## config.mk

```make
export PLATFORM = sky130hd
export DESIGN_NAME = voiceprint_matcher
export DESIGN_NICKNAME = d
export VERILOG_FILES = /design/src/rtl/biometrics_pkg.sv /design/src/rtl/sq_dist_accum.sv /design/src/rtl/voiceprint_matcher.sv
export SDC_FILE = /design/constraint.sdc
export NUM_CORES = 2
export LEC_CHECK = 0
export CORE_UTILIZATION = 35
export DETAILED_ROUTE_END_ITERATION = 16
export GPL_TIMING_DRIVEN = 1
export PLACE_DENSITY = 0.6
export REMOVE_ABC_BUFFERS = 1
export SETUP_SLACK_MARGIN = 0.3
export SLEW_MARGIN = 15
export SYNTH_ARGS = -nofsm -noshare
export SYNTH_HDL_FRONTEND = slang
export SYNTH_SLANG_ARGS = --single-unit
```

## constraint.sdc

```tcl
create_clock -name clk_in -period 16 [get_ports clk_in]
set_input_delay 3.2 -clock clk_in [delete_from_list [all_inputs] [get_ports clk_in]]
set_output_delay 3.2 -clock clk_in [all_outputs]
set_load 0.02 [all_outputs]
```

## src/rtl/biometrics_pkg.sv

```systemverilog
// Shared constants, FSM state type and saturating arithmetic for the
// biometrics pipeline (feature_extractor -> voiceprint_matcher).
package biometrics_pkg;

    localparam int NUM_FEATURES = 13;
    localparam int FEATURE_W    = 16;

    typedef enum logic [1:0] {
        IDLE  = 2'd0,
        ACCUM = 2'd1,
        DIST  = 2'd2,
        DONE  = 2'd3
    } state_t;

    // Unsigned add clamped to 32 bits; once at the ceiling it stays there
    // because the addend is never negative.
    function automatic logic [31:0] sat_add(input logic [31:0] a, input logic [63:0] b);
        logic [64:0] s;
        s = {33'd0, a} + {1'b0, b};
        return (s > 65'h0_FFFF_FFFF) ? 32'hFFFF_FFFF : s[31:0];
    endfunction

endpackage

```

## src/rtl/sq_dist_accum.sv

```systemverilog
// Running saturated sum of (mean - template)^2, one coefficient pair per cycle.
// sum_next_out is the value the register takes at the coming edge.
module sq_dist_accum
    import biometrics_pkg::*;
#(
    parameter int W = 16
) (
    input  logic                clk_in,
    input  logic                rst_in,
    input  logic                clear_in,
    input  logic                valid_in,
    input  logic signed [W-1:0] mean_in,
    input  logic signed [W-1:0] template_in,
    output logic [31:0]         sum_out,
    output logic [31:0]         sum_next_out
);

    logic signed [W:0]       w_diff;
    logic signed [2*W+1:0]   w_diff_x;
    logic [2*W+1:0]          w_sq;
    logic [31:0]             r_sum;

    always_comb begin
        w_diff   = {mean_in[W-1], mean_in} - {template_in[W-1], template_in};
        w_diff_x = {{(W+1){w_diff[W]}}, w_diff};
        w_sq     = w_diff_x * w_diff_x;
        sum_next_out = r_sum;
        if (clear_in)
            sum_next_out = 32'd0;
        else if (valid_in)
            sum_next_out = sat_add(r_sum, {{(64-2*W-2){1'b0}}, w_sq});
    end

    always_ff @(posedge clk_in) begin
        if (rst_in)
            r_sum <= 32'd0;
        else
            r_sum <= sum_next_out;
    end

    assign sum_out = r_sum;

endmodule

```

## src/rtl/voiceprint_matcher.sv

```systemverilog
// Averages NUM_FRAMES MFCC frames; enroll stores the mean as a template,
// verify reports the saturated squared distance and a threshold decision.
module voiceprint_matcher
    import biometrics_pkg::*;
#(
    parameter int NUM_FEATURES = biometrics_pkg::NUM_FEATURES,
    parameter int NUM_FRAMES   = 16,
    parameter int FEATURE_W    = biometrics_pkg::FEATURE_W
) (
    input  logic                 clk_in,
    input  logic                 rst_in,
    input  logic [FEATURE_W-1:0] feature_data_in,
    input  logic                 feature_valid_in,
    input  logic                 feature_last_in,
    output logic                 feature_ready_out,
    input  logic                 start_in,
    input  logic                 enroll_in,
    input  logic [31:0]          threshold_in,
    output logic                 busy_out,
    output logic                 template_valid_out,
    output logic                 result_valid_out,
    output logic                 match_out,
    output logic [31:0]          distance_out,
    output logic [1:0]           state_dbg_out
);

    localparam int SH    = $clog2(NUM_FRAMES);
    localparam int ACC_W = FEATURE_W + SH;
    localparam int IDX_W = $clog2(NUM_FEATURES + 1);
    localparam int K_W   = $clog2(NUM_FEATURES);
    localparam int FRM_W = SH;

    localparam logic [IDX_W-1:0] IDX_MAX  = IDX_W'(NUM_FEATURES);
    localparam logic [K_W-1:0]   K_LAST   = K_W'(NUM_FEATURES - 1);
    localparam logic [FRM_W-1:0] FRM_LAST = FRM_W'(NUM_FRAMES - 1);

    state_t r_state, w_state_next;

    logic signed [ACC_W-1:0]     r_acc  [NUM_FEATURES];
    logic signed [FEATURE_W-1:0] r_tmpl [NUM_FEATURES];
    logic [IDX_W-1:0]            r_idx;
    logic [FRM_W-1:0]            r_frame_cnt;
    logic [K_W-1:0]              r_k;
    logic                        r_enroll;
    logic [31:0]                 r_thresh;
    logic                        r_tmpl_valid;
    logic                        r_match;
    logic [31:0]                 r_distance;

    logic                        w_accept;
    logic                        w_final;
    logic signed [ACC_W-1:0]     w_data_ext;
    logic signed [ACC_W-1:0]     w_acc_next   [NUM_FEATURES];
    logic signed [ACC_W-1:0]     w_shift_next [NUM_FEATURES];
    logic signed [FEATURE_W-1:0] w_mean_next  [NUM_FEATURES];
    logic signed [ACC_W-1:0]     w_shift_k;
    logic signed [FEATURE_W-1:0] w_mean_k;
    logic                        w_clear;
    logic                        w_dist_valid;
    logic [31:0]                 w_sum;
    logic [31:0]                 w_sum_next;

    assign w_accept   = (r_state == ACCUM) && feature_valid_in;
    assign w_final    = w_accept && feature_last_in && (r_frame_cnt == FRM_LAST);
    assign w_data_ext = {{SH{feature_data_in[FEATURE_W-1]}}, feature_data_in};

    // Accumulators including the beat accepted this cycle, so the template
    // can be captured on the same edge as the final beat.
    always_comb begin
        for (int k = 0; k < NUM_FEATURES; k++) begin
            w_acc_next[k] = r_acc[k];
            if (w_accept && (r_idx == IDX_W'(k)))
                w_acc_next[k] = r_acc[k] + w_data_ext;
            w_shift_next[k] = w_acc_next[k] >>> SH;
            w_mean_next[k]  = w_shift_next[k][FEATURE_W-1:0];
        end
    end

    assign w_shift_k    = r_acc[r_k] >>> SH;
    assign w_mean_k     = w_shift_k[FEATURE_W-1:0];
    assign w_clear      = (r_state == IDLE) && start_in;
    assign w_dist_valid = (r_state == DIST);

    sq_dist_accum #(
        .W (FEATURE_W)
    ) u_sq_dist_accum (
        .clk_in       (clk_in),
        .rst_in       (rst_in),
        .clear_in     (w_clear),
        .valid_in     (w_dist_valid),
        .mean_in      (w_mean_k),
        .template_in  (r_tmpl[r_k]),
        .sum_out      (w_sum),
        .sum_next_out (w_sum_next)
    );

    always_ff @(posedge clk_in) begin
        if (rst_in)
            r_state <= IDLE;
        else
            r_state <= w_state_next;
    end

    always_comb begin
        w_state_next = r_state;
        case (r_state)
            IDLE:  if (start_in) w_state_next = ACCUM;
            ACCUM: begin
                if (w_final) begin
                    if (!r_enroll && r_tmpl_valid)
                        w_state_next = DIST;
                    else
                        w_state_next = DONE;
                end
            end
            DIST:  if (r_k == K_LAST) w_state_next = DONE;
            DONE:  w_state_next = IDLE;
            default: w_state_next = IDLE;
        endcase
    end

    always_ff @(posedge clk_in) begin
        if (rst_in) begin
            for (int k = 0; k < NUM_FEATURES; k++) begin
                r_acc[k]  <= '0;
                r_tmpl[k] <= '0;
            end
            r_idx        <= '0;
            r_frame_cnt  <= '0;
            r_k          <= '0;
            r_enroll     <= 1'b0;
            r_thresh     <= 32'd0;
            r_tmpl_valid <= 1'b0;
            r_match      <= 1'b0;
            r_distance   <= 32'd0;
        end else begin
            case (r_state)
                IDLE: begin
                    if (start_in) begin
                        r_enroll    <= enroll_in;
                        r_thresh    <= threshold_in;
                        r_idx       <= '0;
                        r_frame_cnt <= '0;
                        r_k         <= '0;
                        for (int k = 0; k < NUM_FEATURES; k++)
                            r_acc[k] <= '0;
                    end
                end
                ACCUM: begin
                    if (w_accept) begin
                        for (int k = 0; k < NUM_FEATURES; k++)
                            r_acc[k] <= w_acc_next[k];
                        if (feature_last_in) begin
                            r_idx       <= '0;
                            r_frame_cnt <= r_frame_cnt + 1'b1;
                        end else if (r_idx < IDX_MAX) begin
                            r_idx <= r_idx + 1'b1;
                        end
                    end
                    if (w_final) begin
                        r_k <= '0;
                        if (r_enroll) begin
                            for (int k = 0; k < NUM_FEATURES; k++)
                                r_tmpl[k] <= w_mean_next[k];
                            r_tmpl_valid <= 1'b1;
                            r_match      <= 1'b0;
                            r_distance   <= 32'd0;
                        end else if (!r_tmpl_valid) begin
                            r_match    <= 1'b0;
                            r_distance <= 32'hFFFF_FFFF;
                        end
                    end
                end
                DIST: begin
                    r_k <= r_k + 1'b1;
                    // Capture the sum that includes the last coefficient so the
                    // result is visible in the DONE cycle itself.
                    if (r_k == K_LAST) begin
                        r_distance <= w_sum_next;
                        r_match    <= (w_sum_next <= r_thresh);
                    end
                end
                default: ;
            endcase
        end
    end

    assign feature_ready_out  = (r_state == ACCUM);
    assign busy_out           = (r_state != IDLE);
    assign result_valid_out   = (r_state == DONE);
    assign template_valid_out = r_tmpl_valid;
    assign match_out          = r_match;
    assign distance_out       = r_distance;
    assign state_dbg_out      = r_state;

endmodule
```

==> impl_metrics.py <==
metrics = {
    "finish": {
        "drive_above_1_share_pct": 7.36,
        "final_cell_mix": "nor2_1 (685), a21oi_1 (487), inv_1 (461), edfxtp_1 (448), ha_1 (425)",
        "instances_no_fill": 7188,
        "syn2layout_area_growth_pct": 11.0,
        "nNetsFinal": 6007,
        "layout_commonest_cell": "nor2_1",
    },
    "timing": {
        "fmax_mhz": 68.0,
        "timing.final.max_slew_violations": 0,
        "setup_viol": 0,
        "min_period_ps": 14700,
        "fin_skew_ps": 61.6,
        "grt_setup_unrepaired": "no",
        "finalCritPeriodShare_pct": 91.9,
        "slew_headroom_pct": 22.0,
        "worstMarginPinSlew_ps": 1170,
        "hold_viol": 0,
    },
    "global_routing": {
        "grt_pass1_vias": 39544,
        "grtUsageTotal_pct": 20.1,
        "grt_pass1_wl_mm": 227,
        "grt_max_degree": 97,
        "antenna_found_initial": 1,
        "overflow": 0,
    },
    "synth": {
        "synthFlopType": "edfxtp_1",
        "synth_seq_cells": 585,
        "synth_area_mm2": 0.0501,
        "postSynth.asyncResetShare_pct": 0,
        "synthCells": 5203,
        "yosysSeqAreaShare_pct": 32.3,
        "syn_area_per_cell_um2": 9.62,
        "synth_warnings": 0,
        "yosysUniqueCellTypes": 86,
        "synth_edf_count": 448,
    },
    "worst_setup_path": {
        "crit_type": "reg -> reg",
        "cpMostUsedCell": "fa_1",
        "max_stage_delay_ps": 590,
        "critPathSlowestCell": "dfxtp_4",
        "cp-end-kind": "register",
        "reg2reg_depth": 58,
        "cp.arrival_ps": 15280,
        "startpoint_type": "register",
        "critPathMaxFanout": 18,
        "cp.required_ps": 16580,
        "rrSetupSlack_ps": 1300,
        "rr_endpoint": "match_out",
    },
    "clocking": {
        "path_clk_slew_ps": 60,
        "hold_buffers": 0,
        "insertion_delay_ps": 680,
        "cts-buffers-inserted": 71,
        "cts-root-buf": "clkbuf_16",
        "h-tree-depth": 3,
        "cts_tree": "built",
        "cts_num_sinks": 585,
        "clk_path_buf_depth": 3,
    },
    "min_path": {
        "hold_depth": 2,
        "whs_endpoint": "r_thresh[18]",
        "hp-class": "reg -> reg",
        "min_from": "r_thresh[18]",
    },
    "route": {
        "drtAntennaViolNets": 0,
        "routed_via_density": 5.50,
        "drc": 0,
        "detail_route.wl_per_cell_um": 20.6,
        "drt_pass1_iterations": 6,
        "vias": 39546,
        "drt_iter0_drc": 2989,
        "drt_wl_total_mm": 148,
    },
    "placement": {
        "dp.cells": 7059,
        "dp_hpwl_mm": 112,
        "port_buffers": 92,
        "gp_congestion": 0.914,
    },
    "floorplanning": {
        "die_h_um": 380,
        "start_util_pct": 35.3,
        "pin_count": 93,
        "core_mm2": 0.142,
        "rows": 138,
        "die_area_mm2": 0.145,
        "dieWidth_um": 380,
    },
    "run_status": {
        "status": "finished clean",
    },
    "job": {
        "maxCapViolations": 0,
    },
}
[worst max path at each step]
| stage | to | slack, ps | cells after the start |
|---|---|---|---|
| 2_1_floorplan | match_out | -1280 | 58 |
| 3_3_place_gp | match_out | 1110 | 60 |
| 3_5_place_dp | match_out | 950 | 54 |
| 4_1_cts | match_out | 920 | 54 |
| 5_1_grt | match_out | 320 | 54 |
| 6_report | match_out | 1300 | 58 |
[cell usage after synthesis (26+ instances only)]
master / count / share of area [%]
a211oi_1: 65 / 0.97
a21o_1: 132 / 2.0
a21oi_1: 488 / 4.9
a311oi_1: 27 / 0.47
a31oi_1: 26 / 0.32
and2_1: 80 / 1.0
and3_1: 63 / 0.79
clkbuf_1: 177 / 1.3
dfxtp_1: 137 / 5.5
edfxtp_1: 448 / 27
fa_1: 284 / 11
ha_1: 426 / 11
inv_1: 463 / 3.5
mux2i_1: 65 / 1.3
mux4_2: 114 / 5.1
nand2_1: 403 / 3.0
nand2b_1: 53 / 0.66
nand3_1: 60 / 0.60
nor2_1: 688 / 5.2
nor2b_1: 33 / 0.41
nor3_1: 69 / 0.69
o21a_1: 50 / 0.75
o21ai_0: 223 / 2.2
xnor2_1: 188 / 3.3
xor2_1: 84 / 1.5
[flip-flops by register name, indices dropped and copies added, names as in the netlist, named ones only]
name and count:
distance_out 32, match_out 1, r_acc 260, r_enroll 1
r_frame_cnt 4, r_idx 4, r_k 4, r_thresh 32
r_tmpl 208, state_dbg_out 2, template_valid_out 1, u_sq_dist_accum.sum_out 32
[critical path: cells and delay by family, from the launching register on]
family | cells | cell delay [ps]
AO/OA/AOI/OAI | 28 | 5490
XOR/XNOR | 2 | 750
adder cells (fa/ha/maj) | 11 | 4810
buffers and inverters | 5 | 660
flip-flops | 1 | 590
multiplexers | 3 | 1180
AND/OR/NAND/NOR | 9 | 1110
[per-layer routing]
layer / global-route usage [%] / up-vias / part of all wire, %
li1: - / 18496 / -
met1: 26.0 / 19657 / 42
met2: 34.9 / 1187 / 49
met3: 2.63 / 206 / 5.5
met4: 6.01 / 0 / 2.8
met5: 0 / - / 0
[what timing repair did]
item                                   CTS  global route
setup endpoints to repair                0             1
endpoints found under the hold margin    0             0
buffers inserted                         0             1
resized for setup                        0             2
[logic make-up after synthesis]
logic type,count (synthesis),share of synthesized area [%]
AND/OR/NAND/NOR,1559,13.9
AO/OA/AOI/OAI,1215,15.2
adder cells (fa/ha/maj),710,22.0
buffers and inverters,672,5.16
flip-flops,585,32.3
XOR/XNOR,272,4.76
multiplexers,190,6.67
[metrics by stage]
stage	util (%)	worst slack [ps]	TNS (ps)	area, µm²	hold WS, ps
after detailed placement	37.5	951	0	53200	449
after CTS	39.2	919	0	55500	458
after global routing	39.2	316	0	55600	476
final	39.2	1300	0	55600	454
after floorplan	-	-1280	-1280	49200	430
after global placement	37.5	1110	0	53200	447
[cell type report]
type	count	area, µm²
fill	13912	86200
clock buffer	90	1900
multi-input combinational	3946	31400
timing repair buffer	173	1570
tap	1890	2360
sequential	585	16200
clock inverter	37	420
antenna	1	2.50
inverter	466	1750
Power is left out: the tool's default activity adds up to more than one toggle a clock period on the data nets, which glitch-free logic cannot reach.
